File: config.mk
export PLATFORM = sky130hd
export DESIGN_NAME = uart_rx_buffer
export DESIGN_NICKNAME = d
export VERILOG_FILES = /design/src/rtl/uart_rx_buffer.sv
export SDC_FILE = /design/constraint.sdc
export NUM_CORES = 1
export LEC_CHECK = 0
export ABC_AREA = 1
export BUFFER_PORTS_ARGS = -buffer_cell sky130_fd_sc_hd__buf_2
export CORE_MARGIN = 1
export CORE_UTILIZATION = 45
export CTS_BUF_LIST = sky130_fd_sc_hd__clkbuf_2 sky130_fd_sc_hd__clkbuf_4 sky130_fd_sc_hd__clkbuf_8
export DETAILED_ROUTE_END_ITERATION = 8
export PLACE_DENSITY = 0.62
export SYNTH_ARGS = -nofsm -noshare
export SYNTH_HDL_FRONTEND = slang
export SYNTH_SLANG_ARGS = --single-unit
File: constraint.sdc
create_clock -name clk_50MHz -period 2.1 [get_ports clk_50MHz]
set_clock_uncertainty 0.15 [all_clocks]
set_input_delay 0.21 -clock clk_50MHz [delete_from_list [all_inputs] [get_ports clk_50MHz]]
set_output_delay 0.21 -clock clk_50MHz [all_outputs]
set_load 0.005 [all_outputs]
File: src/rtl/uart_rx_buffer.sv
// Receive-side word FIFO for a UART: edge-detected push/pop requests, registered status flags.
// Optional overflow event counter output ovf_cnt is enabled by defining UART_RXBUF_OVFCNT_EN.
module uart_rx_buffer #(
  parameter int DATA_W    = 8,
  parameter int DEPTH     = 16,
  parameter int AFULL_LVL = DEPTH - 2,
  parameter int FULL_MODE = 0
) (
  input  logic                     clk_50MHz,
  input  logic                     rst,
  input  logic                     wr_strobe,
  input  logic [DATA_W-1:0]        wr_data,
  input  logic                     rd_req,
  input  logic                     ovf_clr,
  output logic [DATA_W-1:0]        rd_data,
  output logic                     rd_valid,
  output logic                     empty,
  output logic                     full,
  output logic                     almost_full,
  output logic [$clog2(DEPTH):0]   count,
  output logic                     overflow
`ifdef UART_RXBUF_OVFCNT_EN
  ,
  output logic [7:0]               ovf_cnt
`endif
);

  localparam int          AW        = $clog2(DEPTH);
  localparam logic [AW:0] DEPTH_C   = (AW+1)'(DEPTH);
  localparam logic [AW:0] AFULL_C   = (AW+1)'(AFULL_LVL);
  localparam logic        OVERWRITE = (FULL_MODE != 0);

  logic [DATA_W-1:0] mem [DEPTH];
  logic [AW-1:0]     wr_ptr, rd_ptr;
  logic              wr_strobe_q, rd_req_q;
  logic              armed;

  logic              push, pop, is_full, do_write, adv_rd, ovf_ev;
  logic [AW:0]       count_next;

  // NOTE: every signal assigned in always_comb gets a default first, so no latch can be inferred.
  always_comb begin
    push       = armed & wr_strobe & ~wr_strobe_q;
    pop        = armed & rd_req & ~rd_req_q & (count != '0);
    is_full    = (count == DEPTH_C);
    // When full without a pop, the write either lands on the oldest slot or is dropped.
    do_write   = push & (~is_full | pop | OVERWRITE);
    adv_rd     = pop | (push & is_full & OVERWRITE);
    ovf_ev     = push & is_full & ~pop;
    count_next = count;
    if (do_write && !adv_rd)
      count_next = count + (AW+1)'(1);
    else if (adv_rd && !do_write)
      count_next = count - (AW+1)'(1);
  end

  // NOTE: the storage array has no reset; discarding words only needs pointers and count cleared.
  always_ff @(posedge clk_50MHz) begin
    if (do_write)
      mem[wr_ptr] <= wr_data;
  end

  // NOTE: state registers use non-blocking assignments so every register sees pre-edge values.
  always_ff @(posedge clk_50MHz or negedge rst) begin
    if (!rst) begin
      wr_ptr      <= '0;
      rd_ptr      <= '0;
      count       <= '0;
      wr_strobe_q <= 1'b0;
      rd_req_q    <= 1'b0;
      armed       <= 1'b0;
      rd_data     <= '0;
      rd_valid    <= 1'b0;
      empty       <= 1'b1;
      full        <= 1'b0;
      almost_full <= 1'b0;
      overflow    <= 1'b0;
    end else begin
      // The first edge after release only samples, so a level already high is not an edge.
      armed       <= 1'b1;
      wr_strobe_q <= wr_strobe;
      rd_req_q    <= rd_req;
      if (do_write)
        wr_ptr <= wr_ptr + AW'(1);
      if (adv_rd)
        rd_ptr <= rd_ptr + AW'(1);
      if (pop)
        rd_data <= mem[rd_ptr];
      rd_valid    <= pop;
      count       <= count_next;
      empty       <= (count_next == '0);
      full        <= (count_next == DEPTH_C);
      almost_full <= (count_next >= AFULL_C);
      if (ovf_clr)
        overflow <= 1'b0;
      else if (ovf_ev)
        overflow <= 1'b1;
    end
  end

`ifdef UART_RXBUF_OVFCNT_EN
  always_ff @(posedge clk_50MHz or negedge rst) begin
    if (!rst)
      ovf_cnt <= '0;
    else if (ovf_clr)
      ovf_cnt <= '0;
    else if (ovf_ev && ovf_cnt != 8'hFF)
      ovf_cnt <= ovf_cnt + 8'd1;
  end
`endif

endmodule
Word-level counts from Yosys, hierarchy flattened --
Memory sizes are Yosys's and may differ from the RTL's. A register that Yosys moved wholly into a read port is not among the register bits. Cells that the tools add are included. W data, S select, Z words.
Operators by class: order comparisons 1, equal/unequal tests 2, reduce and logical (&&, ||, !) cells 8, multiplexer cells 6, add/subtract/negate cells 4, bitwise operators 13
Operators by type and width (count):
- $eq A5 B5 Y1 const B | 2
- $mux W5 | 2
- $add A4 B1 Y4 const B | 2
- $and A1 B1 Y1 | 8
- $add A5 B1 Y5 const B | 1
- $ge A5 B4 Y1 const B | 1
- $logic_not A5 Y1 | 1
- $reduce_bool A5 Y1 | 1
- $sub A5 B1 Y5 const B | 1
- $mux W1 | 4
- $not A1 Y1 | 4
- $logic_not A1 Y1 | 3
- $logic_and A1 B1 Y1 | 2
- $reduce_bool A2 Y1 | 1
- $or A1 B1 Y1 | 1
Storage, ports and cells: memories kept 1, bits in writable memories 128, output and inout port bits 18, logic and storage cells 46, bits in registers 21, input bits 13
Memories:
- mem | words 16, width 8, read ports 1, clocked after Yosys merged registers in 1, wr ports 1, RTL line 33 | logic [DATA_W-1:0] mem [DEPTH];

Depth between registers and ports, before layout --
word-level depth 10, gate-level depth with buffers 12, depth with buffers taken out 12

Least setup slack after synthesis --
Ideal clock, no wire load.
path type flip-flop to flip-flop, start register count[0], end memory mem[11][0], enable pin, arrival time 1.751 ns, cell stages (with the launch flop) 10, setup slack -0.171 ns, setup time 0.370 ns, data required time 1.580 ns, cells stage by stage dfrtp_1 inv_1 ha_1 nand3_2 inv_1 a21oi_4 inv_2 nor2_4 inv_2 nor2_1
Between the ends: cells in the longest elaborated chain, start to end 6, elaborated cells between the ends (all ways) 8
Ends and longest elaborated chain:
- start, declared | RTL line 20 | output logic [$clog2(DEPTH):0] count,
- start signal, assigned | RTL line 90 | count <= count_next;
- $reduce_bool A5 Y1 / $eq A5 B5 Y1 (equally long branches) | RTL line 44, 45
- $and A1 B1 Y1 / $not A1 Y1 (equally long branches) | RTL line 44, 47
- $or A1 B1 Y1 (*) | RTL line 47 | do_write = push & (~is_full | pop | OVERWRITE);
- $and A1 B1 Y1 (*) | RTL line 47
- $mux W1 (*) | RTL line 59 | if (do_write)
- $mux W1 (implied by the code) (*) | RTL line 60 | mem[wr_ptr] <= wr_data;
- end, declared | RTL line 33
Mark *: on every way between the ends. The rest lies on a longest branch, timed or not.

Final worst setup path --
start register count[0], end memory mem[8][4], enable pin
The elaborated chain is that of the path after synthesis.

==> results.json <==
{
  "path_clk_slew_ns": 0.08,
  "period_needed_ns": 2.00,
  "vias": 4283,
  "hpwl_mm": 9.50,
  "ant_nets": 0,
  "start_kind": "flip-flop",
  "io_buffers": 30,
  "internal_power_uw": 5720,
  "critPathLaunch": "count[0]$_DFF_PN0_",
  "syn-instance-count": 538,
  "die_h_um": 122,
  "clk_path_buf_depth": 2,
  "drt-initial-drc-count": 344,
  "post-route-util_pct": 53.6,
  "grt_pass1_wl_mm": 22.6,
  "path_class": "reg -> reg",
  "combPwrFrac_pct": 35.1,
  "worstHoldPathType": "in -> reg",
  "synth-simple-area-share_pct": 14.5,
  "yosysWarnings": 0,
  "syn2layout_area_growth_pct": 15.3,
  "p_switching_uw": 3340,
  "p_leak_uw": 0.00278,
  "drt_pass1_iterations": 5,
  "gr-usage-all-layers_pct": 21.4,
  "die-area_um2": 14900,
  "syn_avg_cell_area_um2": 12.1,
  "worstHoldEndpoint": "mem[8][1]$_DFFE_PP_",
  "drive_above_1_share_pct": 19.6,
  "antenna_found_initial": 0,
  "root_buffer": "clkbuf_8",
  "fmax_ghz": 0.500,
  "synth.yosys.seq_area_share_pct": 70.3,
  "p_sw_share_pct": 36.9,
  "required_ns": 2.11,
  "yosys-mux-area-fraction_pct": 0,
  "critical_path_arrival_ns": 2.01,
  "hold_depth": 1,
  "overflow": 0,
  "synth_xor_area_share_pct": 1.21,
  "ir_worst_vdd_v": 0.000637,
  "p_seq_share_pct": 42.6,
  "fin_tns_setup_ns": 0,
  "grt_max_degree": 54,
  "netlist_area_um2": 6500,
  "rsz0062_at_grt": "yes",
  "clk_latency_ns": 0.45,
  "p_clk_share_pct": 22.3,
  "diodes": 0,
  "fin_area_um2": 7500,
  "gp_congestion": 0.869,
  "r2r-end": "mem[8][4]$_DFFE_PP_",
  "core.rowCount": 43,
  "finalSetupViolCount": 0,
  "ys_types": 31,
  "final_cell_mix": "128 x edfxtp_1, 109 x nor2_1, 66 x o21ai_0, 61 x nand2_1, 32 x buf_4",
  "cts_sinks": 157,
  "cts_tree": "yes",
  "slew_headroom_pct": 55.1,
  "synth_seq_cells": 157,
  "coreArea_um2": 14000,
  "worstHoldStart": "wr_data[1]",
  "routed_via_density": 5.40,
  "n_fill_cell": 1191,
  "final_common_cell": "edfxtp_1",
  "post-route-period-util_pct": 95.2,
  "wl_mm": 14.6,
  "endpoint_kind": "flip-flop",
  "drcViolationCount": 0,
  "die_w_um": 122,
  "worst_pin_slew_ns": 0.673,
  "drt-wirelength-per-cell_um": 18.4,
  "hold_viol_final": 0,
  "synth_top_family_by_area": "simple AND/OR/NAND/NOR gates",
  "outcome": "completed",
  "start_util_pct": 46.5,
  "reg2reg_slack_ns": 0.10,
  "yosys.area_share.adder_pct": 1.35,
  "synth_nets": 558,
  "placed_cell_area_um2": 7070,
  "num_io_pins": 31,
  "synth_compound_area_share_pct": 9.39,
  "grt_pass1_vias": 4249,
  "fin_nets": 620,
  "cts_buffers": 17,
  "finalMaxSlewViolations": 0,
  "max_cap_violations": 0,
  "r2r-start": "count[0]$_DFF_PN0_",
  "htree_levels": 4,
  "rr_worst_depth": 9,
  "total_power_uw": 9060,
  "worstPathMaxFanout": 8,
  "pwr_density_cell_nw_per_um2": 1210
}
## sequential cells by signal, indices dropped and copies added, names as in the netlist
register	cells
overflow	1
almost_full	1
rd_data	8
empty	1
wr_strobe_q	1
full	1
mem	128
armed	1
rd_req_q	1
rd_valid	1
wr_ptr	4
rd_ptr	4
count	5
## stage by stage
step	hold WS [ns]	worst slack, ns	std cells
floorplan	-0.236	-0.110	538
global placement	0.114	-0.0228	755
detailed placement	0.135	-0.0252	755
CTS	0.0244	0.0532	791
global route	0.0312	-0.00391	793
finish	0.0438	0.100	793
## critical path: stages, from the launching register on
cell and delay [ns]:
dfrtp_1 0.35, inv_1 0.06, ha_2 0.21, nand3_2 0.12, inv_2 0.06, a21oi_4 0.21
nand2_1 0.10, buf_4 0.17, nor2_1 0.09, buf_4 0.18
## layout make-up
type	instances	area [um2]	share of cell area, %
Clock inverter	12	97.6	1.30
Timing Repair Buffer	70	502	6.69
Multi-Input combinational cell	334	1770	23.6
Tap cell	180	225	3.00
Inverter	20	77.6	1.03
Clock buffer	20	256	3.42
Sequential cell	157	4570	61.0
## power groups by stage
stage,logic [uW],registers (uW),clock network [uW]
6_report,3180,3860,2020
5_1_grt,3530,3900,2190
4_1_cts,3150,3860,2070
3_5_place_dp,3120,3930,0
3_3_place_gp,3080,3920,0
2_1_floorplan,2050,3880,0
## kinds of logic (layout without fill, tap and decap cells)
logic type	after synthesis	count (layout)
flip-flops	157	157
other	1	1
AO/OA/AOI/OAI	101	101
XOR/XNOR	9	9
buffers and inverters	47	122
AND/OR/NAND/NOR	216	216
adder cells (fa/ha/maj)	7	7
## worst max path at each step
| stage | end | slack [ns] | cells past startpoint |
|---|---|---|---|
| global placement | mem[12][3]$_DFFE_PP_ | -0.02 | 9 |
| CTS | mem[7][0]$_DFFE_PP_ | 0.05 | 9 |
| finish | mem[8][4]$_DFFE_PP_ | 0.10 | 9 |
| global route | mem[8][4]$_DFFE_PP_ | -0.004 | 9 |
| floorplan | mem[10][0]$_DFFE_PP_ | -0.11 | 7 |
| detailed placement | mem[12][2]$_DFFE_PP_ | -0.03 | 9 |
## synthesized netlist by cell type
library cell	instances	area share (%)
a31oi_1	1	0.096
clkinv_1	2	0.12
nand2_1	62	3.6
inv_2	3	0.17
clkbuf_2	1	0.077
conb_1	1	0.058
o21ai_0	66	5.1
inv_1	15	0.87
ha_1	7	1.3
buf_1	2	0.12
nand2_2	3	0.29
nand3_4	2	0.54
clkbuf_1	8	0.46
nand2_4	1	0.17
nand3b_1	1	0.12
dfrtp_1	28	11
o211ai_1	25	2.9
buf_2	14	1.1
nand3_1	23	1.8
buf_4	1	0.12
o221ai_1	8	1.1
dfstp_2	1	0.40
a21oi_4	1	0.25
nand3_2	2	0.31
nor2_8	1	0.31
nor2_1	114	6.6
edfxtp_1	128	59
nor2_4	2	0.35
xor2_1	9	1.2
buf_6	1	0.17
nand4_1	5	0.48
## what timing repair did
| action | CTS | global route |
|---|---|---|
| setup buffers | 0 | 2 |
| gates resized for setup | 2 | 5 |
| setup endpoints to repair | 37 | 75 |
| hold buffers | 4 | 0 |
| pin swaps | 2 | 3 |
| hold endpoints to repair | 31 | 0 |
## layer usage
metal	GRT usage [%]	vias up	routed length, um
li1	-	2027	-
met1	26.8	2086	6120
met2	35.0	132	7160
met3	5.24	38	844
met4	9.98	0	436
met5	0	-	0
Power figures use the tool's default switching activity.
